==> config.mk <==
export PLATFORM = sky130hd
export DESIGN_NAME = mem_access_unit
export DESIGN_NICKNAME = d
export VERILOG_FILES = /design/src/rtl/mem_access_pkg.sv /design/src/rtl/store_lane_encoder.sv /design/src/rtl/mem_access_unit.sv
export SDC_FILE = /design/constraint.sdc
export NUM_CORES = 1
export LEC_CHECK = 0
export ABC_AREA = 1
export BUFFER_PORTS_ARGS = -buffer_cell sky130_fd_sc_hd__buf_2
export CAP_MARGIN = 10
export CORE_MARGIN = 2
export CORE_UTILIZATION = 52
export DETAILED_ROUTE_END_ITERATION = 8
export PLACE_DENSITY = 0.86
export SKIP_LAST_GASP = 1
export SLEW_MARGIN = 20
export SYNTH_ARGS = -nofsm -noshare
export SYNTH_HDL_FRONTEND = slang
export SYNTH_SLANG_ARGS = --single-unit
==> constraint.sdc <==
create_clock -name clk -period 4.4 [get_ports clk]
set_clock_uncertainty 0.15 [all_clocks]
set_input_delay 0.88 -clock clk [delete_from_list [all_inputs] [get_ports clk]]
set_output_delay 0.88 -clock clk [all_outputs]
set_load 0.005 [all_outputs]
==> src/rtl/mem_access_pkg.sv <==
// Shared definitions for the MEM-stage load/store controller: access sizes,
// controller states and the alignment rule.
package mem_access_pkg;

  localparam logic [1:0] SIZE_WORD = 2'd0;
  localparam logic [1:0] SIZE_HALF = 2'd1;
  localparam logic [1:0] SIZE_BYTE = 2'd2;

  typedef enum logic [1:0] {
    IDLE = 2'd0,
    REQ  = 2'd1,
    DONE = 2'd2
  } accState_e;

  // True when the size code is legal and the byte offset suits it.
  function automatic logic isAligned(input logic [1:0] size, input logic [1:0] offset);
    logic ok;
    case (size)
      SIZE_WORD: ok = (offset == 2'd0);
      SIZE_HALF: ok = (offset[0] == 1'b0);
      SIZE_BYTE: ok = 1'b1;
      default:   ok = 1'b0;
    endcase
    return ok;
  endfunction

endpackage

==> src/rtl/store_lane_encoder.sv <==
// Big-endian store lane steering: replicates store data across the bus lanes
// and selects the byte enables for the addressed bytes.
module store_lane_encoder
  import mem_access_pkg::*;
(
  input  logic [1:0]  size,
  input  logic [1:0]  offset,
  input  logic [31:0] wdata,
  output logic [3:0]  be,
  output logic [31:0] laneData
);

  // Lane enables and replicated data per access size.
  always_comb begin
    be       = 4'b0000;
    laneData = 32'h0000_0000;
    case (size)
      SIZE_WORD: begin
        be       = 4'b1111;
        laneData = wdata;
      end
      SIZE_HALF: begin
        laneData = {wdata[15:0], wdata[15:0]};
        if (offset[1] == 1'b0) begin
          be = 4'b1100;
        end else begin
          be = 4'b0011;
        end
      end
      SIZE_BYTE: begin
        laneData = {4{wdata[7:0]}};
        be       = 4'b1000 >> offset;
      end
      default: begin
        be       = 4'b0000;
        laneData = 32'h0000_0000;
      end
    endcase
  end

endmodule

==> src/rtl/mem_access_unit.sv <==
// Load/store controller between the MEM stage and the data-memory bus:
// alignment check, req/ack handshake with timeout, and load-result capture.
module mem_access_unit
  import mem_access_pkg::*;
#(
  parameter int TIMEOUT_CYCLES = 16
) (
  input  logic        clk,
  input  logic        rst_n,
  input  logic        memRead,
  input  logic        memWrite,
  input  logic [31:0] addr,
  input  logic [31:0] wdata,
  input  logic [1:0]  dataSize,
  input  logic        bitExt,
  output logic        stall,
  output logic        loadValid,
  output logic        accessErr,
  output logic        busErr,
  output logic [31:0] dec_data,
  output logic [1:0]  dec_offset,
  output logic [1:0]  dec_size,
  output logic        dec_bitExt,
  output logic        bus_req,
  output logic        bus_we,
  output logic [31:0] bus_addr,
  output logic [31:0] bus_wdata,
  output logic [3:0]  bus_be,
  input  logic        bus_ack,
  input  logic [31:0] bus_rdata
);

  localparam int CW = $clog2(TIMEOUT_CYCLES + 1);
  localparam logic [CW-1:0] LAST_CNT = CW'(TIMEOUT_CYCLES - 1);

  accState_e   state_r, nextState_s;
  logic [CW-1:0] timeoutCnt_r;
  logic        reqPresent_s, reqLegal_s;
  logic        latch_s, illegal_s, ackHit_s, timeout_s;
  logic [3:0]  encBe_s;
  logic [31:0] encData_s;
  logic        busReq_r, busWe_r;
  logic [31:0] busAddr_r, busWdata_r;
  logic [3:0]  busBe_r;
  logic [1:0]  latchSize_r, latchOff_r;
  logic        latchExt_r;
  logic        loadValid_r, accessErr_r, busErr_r;
  logic [31:0] decData_r;
  logic [1:0]  decOffset_r, decSize_r;
  logic        decExt_r;

  store_lane_encoder uEnc (
    .size     (dataSize),
    .offset   (addr[1:0]),
    .wdata    (wdata),
    .be       (encBe_s),
    .laneData (encData_s)
  );

  assign reqPresent_s = memRead | memWrite;
  assign reqLegal_s   = (memRead ^ memWrite) & isAligned(dataSize, addr[1:0]);
  // Stall must be visible in the sampling cycle, so it is decoded from inputs.
  assign stall = ((state_r == IDLE) & reqPresent_s & reqLegal_s) | (state_r == REQ);

  // Next-state decode and transaction events.
  always_comb begin
    nextState_s = state_r;
    latch_s     = 1'b0;
    illegal_s   = 1'b0;
    ackHit_s    = 1'b0;
    timeout_s   = 1'b0;
    case (state_r)
      IDLE: begin
        if (reqPresent_s) begin
          if (reqLegal_s) begin
            latch_s     = 1'b1;
            nextState_s = REQ;
          end else begin
            illegal_s   = 1'b1;
            nextState_s = IDLE;
          end
        end else begin
          nextState_s = IDLE;
        end
      end
      REQ: begin
        if (bus_ack) begin
          ackHit_s    = 1'b1;
          nextState_s = DONE;
        end else if (timeoutCnt_r == LAST_CNT) begin
          timeout_s   = 1'b1;
          nextState_s = DONE;
        end else begin
          nextState_s = REQ;
        end
      end
      DONE:    nextState_s = IDLE;
      default: nextState_s = IDLE;
    endcase
  end

  // State register and REQ-cycle counter.
  always_ff @(posedge clk or negedge rst_n) begin
    if (!rst_n) begin
      state_r      <= IDLE;
      timeoutCnt_r <= '0;
    end else begin
      state_r <= nextState_s;
      if ((state_r == REQ) && (nextState_s == REQ)) begin
        timeoutCnt_r <= timeoutCnt_r + CW'(1);
      end else begin
        timeoutCnt_r <= '0;
      end
    end
  end

  // Bus outputs, status pulses and decoder capture registers.
  always_ff @(posedge clk or negedge rst_n) begin
    if (!rst_n) begin
      busReq_r    <= 1'b0;
      busWe_r     <= 1'b0;
      busAddr_r   <= 32'h0000_0000;
      busWdata_r  <= 32'h0000_0000;
      busBe_r     <= 4'b0000;
      latchSize_r <= 2'b00;
      latchOff_r  <= 2'b00;
      latchExt_r  <= 1'b0;
      loadValid_r <= 1'b0;
      accessErr_r <= 1'b0;
      busErr_r    <= 1'b0;
      decData_r   <= 32'h0000_0000;
      decOffset_r <= 2'b00;
      decSize_r   <= 2'b00;
      decExt_r    <= 1'b0;
    end else begin
      accessErr_r <= illegal_s;
      busErr_r    <= timeout_s;
      loadValid_r <= ackHit_s & ~busWe_r;
      if (latch_s) begin
        busReq_r    <= 1'b1;
        busWe_r     <= memWrite;
        busAddr_r   <= {addr[31:2], 2'b00};
        busWdata_r  <= encData_s;
        busBe_r     <= memWrite ? encBe_s : 4'b1111;
        latchSize_r <= dataSize;
        latchOff_r  <= addr[1:0];
        latchExt_r  <= bitExt;
      end else if (ackHit_s | timeout_s) begin
        busReq_r <= 1'b0;
      end else begin
        busReq_r <= busReq_r;
      end
      // Stores leave the decoder registers untouched; a timeout clears the data word.
      if (ackHit_s & ~busWe_r) begin
        decData_r   <= bus_rdata;
        decOffset_r <= latchOff_r;
        decSize_r   <= latchSize_r;
        decExt_r    <= latchExt_r;
      end else if (timeout_s) begin
        decData_r <= 32'h0000_0000;
      end else begin
        decData_r <= decData_r;
      end
    end
  end

  assign bus_req    = busReq_r;
  assign bus_we     = busWe_r;
  assign bus_addr   = busAddr_r;
  assign bus_wdata  = busWdata_r;
  assign bus_be     = busBe_r;
  assign loadValid  = loadValid_r;
  assign accessErr  = accessErr_r;
  assign busErr     = busErr_r;
  assign dec_data   = decData_r;
  assign dec_offset = decOffset_r;
  assign dec_size   = decSize_r;
  assign dec_bitExt = decExt_r;

endmodule

# Yosys cells after proc, flatten, opt, wreduce, memory -nomap -nowiden
# Index checks and enable logic that the tools add are counted.
dict set report classes {
  addsub 1
  eq_ne 5
  n_shift 1
  muxes 26
  n_bitwise 10
  n_reduce_logical 6
}
# operator count
set op_table {}
lappend op_table {{$pmux 32 s3} 1}
lappend op_table {{$mux 32} 2}
lappend op_table {{$mux 1} 14}
lappend op_table {{$pmux 4 s3} 1}
lappend op_table {{$mux 4} 2}
lappend op_table {{$eq 2x1->1 const B} 3}
lappend op_table {{$logic_not 2->1} 3}
lappend op_table {{$mux 2} 3}
lappend op_table {{$add 5x1->5 const B} 1}
lappend op_table {{$eq 5x4->1 const B} 1}
lappend op_table {{$mux 5} 1}
lappend op_table {{$and 1x1->1} 4}
lappend op_table {{$pmux 2 s2} 1}
lappend op_table {{$reduce_bool 2->1} 2}
lappend op_table {{$shr 4x2->4 const A} 1}
lappend op_table {{$or 1x1->1} 3}
lappend op_table {{$pmux 1 s3} 1}
lappend op_table {{$eq 2x2->1 const B} 1}
lappend op_table {{$not 1->1} 2}
lappend op_table {{$logic_and 1x1->1} 1}
lappend op_table {{$xor 1x1->1} 1}
dict set report word_totals {
  ff_bits 120
  in_bits 104
  word_cells 66
}

# Longest topological paths before layout
# Gate-level depths: netlist of run 1.
dict set report depth {
  ltp_word 9
  mapped_depth 11
  ltp_nobuf 8
}

# By module
# Synthesis of run 1 repeated with hierarchy kept, for this count alone.
dict set report hier_totals {
  hier_cells 653
  hier_area_um2 5500.3
}
# module instances cells_each area_each_um2 seq_area_each_um2
set by_module_without_submodules {}
lappend by_module_without_submodules {mem_access_unit 1 542 4987.3 3002.9}
lappend by_module_without_submodules {store_lane_encoder 1 111 513.0 0.0}

# Worst setup path before layout of run 1
# Ideal clock, no wire load.
dict set report synth_timing {
  kind {input-to-output}
  from {in memRead}
  to {out stall}
  arrival_time_ps 1670
  slack_ps 1700
  path_stages 6
  path_cell_list {inv_1 ha_1 nor2_1 nand3_4 buf_2 nand2_1}
}
dict set report synth_via {
  elab_chain_cells 4
}
# element line
set synth_rtl {}
lappend synth_rtl {{start: declaration} mem_access_unit.sv:10} ;# input logic memRead,
lappend synth_rtl {{$or 1x1->1 / $xor 1x1->1 (equally long branches)} {mem_access_unit.sv:60, mem_access_unit.sv:61}}
lappend synth_rtl {{$and 1x1->1 (on tied branches)} {mem_access_unit.sv:63, mem_access_unit.sv:61}}
lappend synth_rtl {{$and 1x1->1 (*)} mem_access_unit.sv:63} ;# assign stall = ((state_r == IDLE) & reqPresent_s & reqLegal_s) | (state_r == REQ);
lappend synth_rtl {{$or 1x1->1 (*)} mem_access_unit.sv:63}
lappend synth_rtl {{end: declaration} mem_access_unit.sv:16} ;# output logic stall,
# Every way passes the cells marked *; elsewhere a longest branch is shown, timed or not.

# Final worst setup path of run 1
dict set report layout_timing {
  from {in memWrite}
  to {out stall}
}
dict set report layout_via {
  elab_chain_cells 4
}
# element line
set layout_rtl {}
lappend layout_rtl {{start: declaration} mem_access_unit.sv:11} ;# input logic memWrite,
lappend layout_rtl {{$or 1x1->1 / $xor 1x1->1 (equally long branches)} {mem_access_unit.sv:60, mem_access_unit.sv:61}}
lappend layout_rtl {{$and 1x1->1 (on tied branches)} {mem_access_unit.sv:63, mem_access_unit.sv:61}}
lappend layout_rtl {{$and 1x1->1 (*)} mem_access_unit.sv:63}
lappend layout_rtl {{$or 1x1->1 (*)} mem_access_unit.sv:63}
# Marks and branches as above.

==> reports/qor.csv, run 1 <==
metric;value;unit
Max Cap Viol;0;
number of levels in the clock H-tree;4;
Final nets;916;
Slew Limit Headroom;33.8;%
combinational group share of total power;25.3;%
DRC;0;
largest net degree at the start of global routing;88;
final hold violations;0;
classification of the worst setup path;in2out;
setup repair after global routing missed its margin;false;
final count of pins violating max slew;0;
final worst path period share;64.1;%
Routed Antenna Nets;0;
die width;103;um
cell chain of the critical path;buf_2, inv_1, ha_1, nor2_1, nand3_4, nand2_1, buf_2;
accumulated negative setup slack;0;ns
Die Y;103;um
vias in the first global route;4448;
number of instances in the synthesized netlist;606;
initial cell density of the core;52.8;%
wire length of the first global-routing pass;20.6;mm
net switching component of the power;1190;uW
average wire length per cell after detail routing;14.2;um
overall fraction of global-route tracks in use;25.5;%
weighted congestion reported at the end of routability-driven placement;0.942;
Min Clock Period, post-route;2.82;ns
Max Root-Sink Buffers;2;
clock-pin slew on the worst setup and hold paths;0.05;ns
count of unique library cells instantiated by Yosys;21;
DRT iter0 DRCs;188;
crit path max fanout;5;
Seq pwr share;42.6;%
required time at the worst-slack endpoint;3.37;ns
reported leakage power;0.00394;uW
category of the worst setup path launch point;input pin;
Clk Tree Root Cell;clkbuf_8;
number of failing setup endpoints in the final timing report;0;
fin worst setup slack;1.58;ns
clock insertion delay at the later pin of the skew report;0.50;ns
GRT overflow;0;
sequential-to-total area share from yosys stat;59.0;%
TritonCTS clock tree;built;
number of ports placed on the die boundary;215;
Tot Pwr;4010;uW
FP Rows;36;
fmax;354;MHz
clock share of power;32.1;%
area occupied by multi-input gates;1820;um2
cell type group with the largest total delay on the critical path;simple AND/OR/NAND/NOR gates;
Yosys reg bits;120;
Min-Delay Path Class;in2async;
Crit. End Element;primary output;
most frequent cell on the critical path;buf_2;
share of post-route cells with drive strength above 1;30.7;%
Hold Buf Count CTS;0;
Seq. cell area;3000;um2
Netlist Area Pre-Place;5090;um2
most common library cell in the layout ignoring fill and taps;nand2_1;
post-detailed-placement half-perimeter wirelength;9.62;mm
pin slew with the least headroom to its limit;0.986;ns
first drt pass iteration count;5;
CP max stage delay;0.26;ns
run status;finished clean;
CP max-delay cell;nor2_1;
setup slack at placement;1.41;ns
CTS buffer count;17;
count of buffers added by post-CTS timing repair for setup;0;
switching part of the total power;29.6;%
routed via count;4712;
total routed wirelength;13.5;mm
Avg Inst Size Synth;8.40;um2
worst ir drop on vdd;0.253;mV
number of antenna repair diodes;0;
CTS-repair resized insts;0;
Yosys warnings;0;
number of antenna violations at the first check in global routing;0;
TritonCTS sink count;120;
CP Buf/Inv Count;3;
Area Growth Syn to Fin;31.9;%
area of the core region;9640;um2
ratio of routed vias to standard cells;4.96;
most used cells in the layout excluding fill and tap cells;nand2_1 (329), buf_2 (211), dfrtp_1 (120);
FILL cells;800;
buffers added on ports;212;
area of the die;10600;um2
arrival time worst endpoint;1.79;ns
internal cell power;2820;uW
cell area power density;597;nW/um2
## worst paths after layout
kind                                  from         endpoint  slack, ns  cells past startpoint
max reg2reg                     state_r[0]    bus_wdata[12]       2.20                      8
min                                  rst_n     dec_data[15]       0.20                      1
max in group asynchronous            rst_n     bus_addr[29]       2.96                      2
min in group clk           timeoutCnt_r[0]  timeoutCnt_r[0]       0.32                      1
min reg2reg                timeoutCnt_r[0]  timeoutCnt_r[0]       0.32                      1
max                               memWrite            stall       1.58                      7
## metal layers
| layer | track usage [%] | up-vias | wire length, um |
|---|---|---|---|
| met5 | 0 | - | 0 |
| met4 | 11.6 | 0 | 316 |
| met3 | 7.12 | 30 | 1100 |
| met2 | 43.7 | 224 | 6620 |
| met1 | 30.0 | 2173 | 5430 |
| li1 | - | 2285 | - |
## sequential cells by signal, summed over array words and instances, names as in the netlist
register,cells
bus_req,1
accessErr,1
latchSize_r,2
bus_wdata,32
bus_addr,30
loadValid,1
dec_size,2
state_r,2
bus_we,1
dec_data,32
latchExt_r,1
bus_be,4
latchOff_r,2
busErr,1
dec_bitExt,1
timeoutCnt_r,5
dec_offset,2
## cell families (layout without fill, tap and decap cells)
| kind of cell | Yosys count | after routing | synth area share, % |
|---|---|---|---|
| and+or+nand+nor | 398 | 398 | 31.5 |
| AOI/OAI and AO/OA | 31 | 31 | 3.25 |
| buffers and inverters | 53 | 263 | 5.43 |
| other | 1 | 2 | 0.0737 |
| adders and majority gates | 3 | 3 | 0.738 |
| DFF | 120 | 120 | 59.0 |
## power groups by stage
stage / sequential, uW / clock [uW] / combinational, uW
after floorplan: 1740 / 0 / 423
after global placement: 1700 / 0 / 983
after detailed placement: 1710 / 0 / 1030
after CTS: 1700 / 1310 / 1030
after global routing: 1750 / 1360 / 1170
final: 1710 / 1290 / 1010
## area by class of cell
| type | count | area share (%) |
|---|---|---|
| clock buffers | 23 | 7.10 |
| clock inverters | 4 | 1.04 |
| inverters | 18 | 1.04 |
| multi-input cells | 434 | 27.1 |
| flip-flops and latches | 120 | 44.7 |
| well taps | 133 | 2.48 |
| repair buffers | 218 | 16.5 |
## cell usage after synthesis, drive strengths merged
| library cell | n | area, um2 |
|---|---|---|
| a21oi | 2 | 10.0 |
| buf | 30 | 188 |
| clkbuf | 5 | 18.8 |
| conb | 1 | 3.75 |
| dfrtp | 120 | 3000 |
| ha | 3 | 37.5 |
| inv | 18 | 70.1 |
| nand2 | 331 | 1260 |
| nand3 | 55 | 288 |
| nand3b | 1 | 7.51 |
| nor2 | 10 | 45.0 |
| nor3 | 1 | 5.00 |
| o211ai | 4 | 30.0 |
| o21ai | 25 | 125 |
## through the flow
stage / utilization [%] / instance area [um2] / std cells / hold WS [ns]
4_1_cts: 69.6 / 6710 / 950 / 0.200
5_1_grt: 69.6 / 6710 / 950 / 0.224
3_5_place_dp: 64.0 / 6170 / 923 / 0.307
2_1_floorplan: - / 5090 / 607 / 0.282
6_report: 69.6 / 6710 / 950 / 0.203
3_3_place_gp: 63.9 / 6160 / 923 / 0.294
Power figures use the tool's default switching activity.
==> inputs of run 2 (changes only) <==
--- a/config.mk
+++ b/config.mk
@@ -9,9 +9,9 @@
 export BUFFER_PORTS_ARGS = -buffer_cell sky130_fd_sc_hd__buf_2
 export CAP_MARGIN = 10
 export CORE_MARGIN = 2
-export CORE_UTILIZATION = 52
+export CORE_UTILIZATION = 43
 export DETAILED_ROUTE_END_ITERATION = 8
-export PLACE_DENSITY = 0.86
+export PLACE_DENSITY = 0.76
 export SKIP_LAST_GASP = 1
 export SLEW_MARGIN = 20
 export SYNTH_ARGS = -nofsm -noshare
==> constraint.sdc (replaced) <==
create_clock -name clk -period 2.45 [get_ports clk]
set_clock_uncertainty 0.15 [all_clocks]
set_input_delay 0.49 -clock clk [delete_from_list [all_inputs] [get_ports clk]]
set_output_delay 0.49 -clock clk [all_outputs]
set_load 0.005 [all_outputs]
==> run 2 against run 1 <==
Global-route usage decreased by 4.1 points. Critical endpoint unchanged. Sequential power increased by 78%. Largest power group unchanged. First-iteration DRC count increased by 91%. Clock power increased by 81%. Cell count increased by 2.2%. Critical path depth decreased by 1. Via count decreased by 0.45%. Final area increased by 1.9%. Non-clock buffer count increased by 6. Flip-flop and latch count unchanged.
==> reports/qor.csv, run 2 (synthesis results as in run 1) <==
metric;value;unit;change
met2 usage;34.2;%;-9.4 points
post-detailed-placement half-perimeter wirelength;9.33;mm;-3.1%
final count of pins violating max slew;0;;unchanged
GRT overflow;0;;unchanged
Min Clock Period, post-route;2.18;ns;
FILL cells;1065;;+33%
number of failing setup endpoints in the final timing report;0;;unchanged
routing usage on met3;7.23;%;+0.11 points
DRT iter0 DRCs;360;;+91%
clock insertion delay at the later pin of the skew report;0.40;ns;-0.10 ns
clock share of power;32.4;%;+0.3 points
Clk Tree Root Cell;clkbuf_16;;
vias in the first global route;4437;;-0.25%
overall fraction of global-route tracks in use;21.4;%;-4.1 points
internal cell power;5030;uW;+78%
TritonCTS sink count;120;;unchanged
net switching component of the power;2180;uW;+84%
weighted congestion reported at the end of routability-driven placement;0.802;;-15%
setup slack at placement;0.270;ns;-1.14 ns
Final nets;922;;+0.66%
DRC;0;;unchanged
initial cell density of the core;44.4;%;-8.4 points
reported leakage power;0.00399;uW;+1.2%
Die Y;113;um;+9.6%
worst ir drop on vdd;0.666;mV;+160%
FP Rows;39;;+8.3%
fmax;458;MHz;
Crit. End Element;primary output;;
most used cells in the layout excluding fill and tap cells;nand2_1 (329), buf_2 (211), dfrtp_1 (120);;
most common library cell in the layout ignoring fill and taps;nand2_1;;
first drt pass iteration count;5;;unchanged
final hold violations;0;;unchanged
Seq pwr share;42.3;%;-0.3 points
Routed Antenna Nets;0;;unchanged
buffers added on ports;212;;unchanged
count of buffers added by post-CTS timing repair for setup;0;;unchanged
die width;113;um;+9.6%
category of the worst setup path launch point;flip-flop;;
wire length of the first global-routing pass;21.7;mm;+5.4%
largest net degree at the start of global routing;80;;-9.1%
average wire length per cell after detail routing;13.6;um;-4.2%
fin worst setup slack;0.268;ns;-1.31 ns
switching part of the total power;30.2;%;+0.62 points
Max Root-Sink Buffers;2;;unchanged
cell area power density;1050;nW/um2;+77%
Area Growth Syn to Fin;34.4;%;
crit path max fanout;10;;+5
CTS-repair resized insts;0;;unchanged
clock-pin slew on the worst setup and hold paths;0.05;ns;about the same
number of levels in the clock H-tree;4;;unchanged
area of the die;12700;um2;+20%
share of post-route cells with drive strength above 1;31.5;%;+0.80 points
M1 GR Usage;27.6;%;-2.4 points
area of the core region;11500;um2;+19%
CTS buffer count;17;;unchanged
Min-Delay Path Class;in2reg;;
Cell Area, Placed;6260;um2;+1.5%
ratio of routed vias to standard cells;4.83;;-2.6%
total routed wirelength;13.2;mm;-2.1%
final worst path period share;89.1;%;
classification of the worst setup path;reg2out;;
setup repair after global routing missed its margin;false;;
r2r setup slk;0.64;ns;-1.56 ns
number of antenna violations at the first check in global routing;0;;unchanged
number of ports placed on the die boundary;215;;unchanged
TritonCTS clock tree;built;;
final standard cell area without fillers;6840;um2;+1.9%
most crowded layer after global routing;met2;;
required time at the worst-slack endpoint;1.81;ns;-1.56 ns
arrival time worst endpoint;1.54;ns;-0.25 ns
Max Cap Viol;0;;unchanged
number of antenna repair diodes;0;;unchanged
accumulated negative setup slack;0;ns;unchanged
combinational group share of total power;25.2;%;about the same
routed via count;4691;;-0.45%
run status;finished clean;;
## run 2: stage by stage
stage | instances | total power, uW | util, % | hold WS [ns]
after detailed placement | 938 | 4930 | 54.6 | 0.269
after CTS | 971 | 7310 | 59.7 | 0.110
after global routing | 971 | 7720 | 59.7 | 0.117
after floorplan | 607 | 3890 | - | 0.0444
after global placement | 938 | 4880 | 54.6 | 0.273
final | 971 | 7210 | 59.7 | 0.116
## run 2: worst paths after layout
path / cells past startpoint / start / to
setup / recovery: 6 / state_r[0] / stall
hold / removal: 3 / addr[31] / bus_addr[31]
min in group asynchronous: 2 / rst_n / dec_data[11]
hold reg to reg: 2 / latchSize_r[1] / dec_size[1]
max in group asynchronous: 3 / rst_n / bus_wdata[6]
setup reg to reg: 8 / timeoutCnt_r[0] / dec_data[23]
## run 2: final cells by class
type	count	area, um2	area share [%]
multi-input combinational	434	1810	26.5
timing repair buffer	224	1210	17.6
clock inverter	11	98.8	1.45
tap	143	179	2.62
clock buffer	21	470	6.88
sequential	120	3000	43.9
inverter	18	70.1	1.02
## run 2: what timing repair did
item,4_1_cts,5_1_grt
setup endpoints to repair,0,0
hold endpoints to repair,21,0
hold buffers,1,0
## run 2: worst max-delay path, stage by stage (launching register included)
cell	delay [ns]
dfrtp_1	0.38
inv_1	0.05
nand2_1	0.04
nor2_1	0.24
nand3_4	0.19
nand2_1	0.12
buf_2	0.11
## run 2: power groups by stage
| stage | registers (uW) | logic [uW] | clock network, uW |
|---|---|---|---|
| 3_3_place_gp | 3060 | 1820 | 0 |
| 5_1_grt | 3140 | 2090 | 2500 |
| 6_report | 3050 | 1820 | 2340 |
| 4_1_cts | 3050 | 1870 | 2390 |
| 2_1_floorplan | 3130 | 760 | 0 |
| 3_5_place_dp | 3070 | 1860 | 0 |
## run 2: per-layer routing
metal / wire length, um / share of wire, % / vias to the layer above
met5: 0 / 0 / -
met4: 171 / 1.3 / 0
met3: 1180 / 8.9 / 15
met2: 6280 / 48 / 198
met1: 5560 / 42 / 2170
li1: - / - / 2308
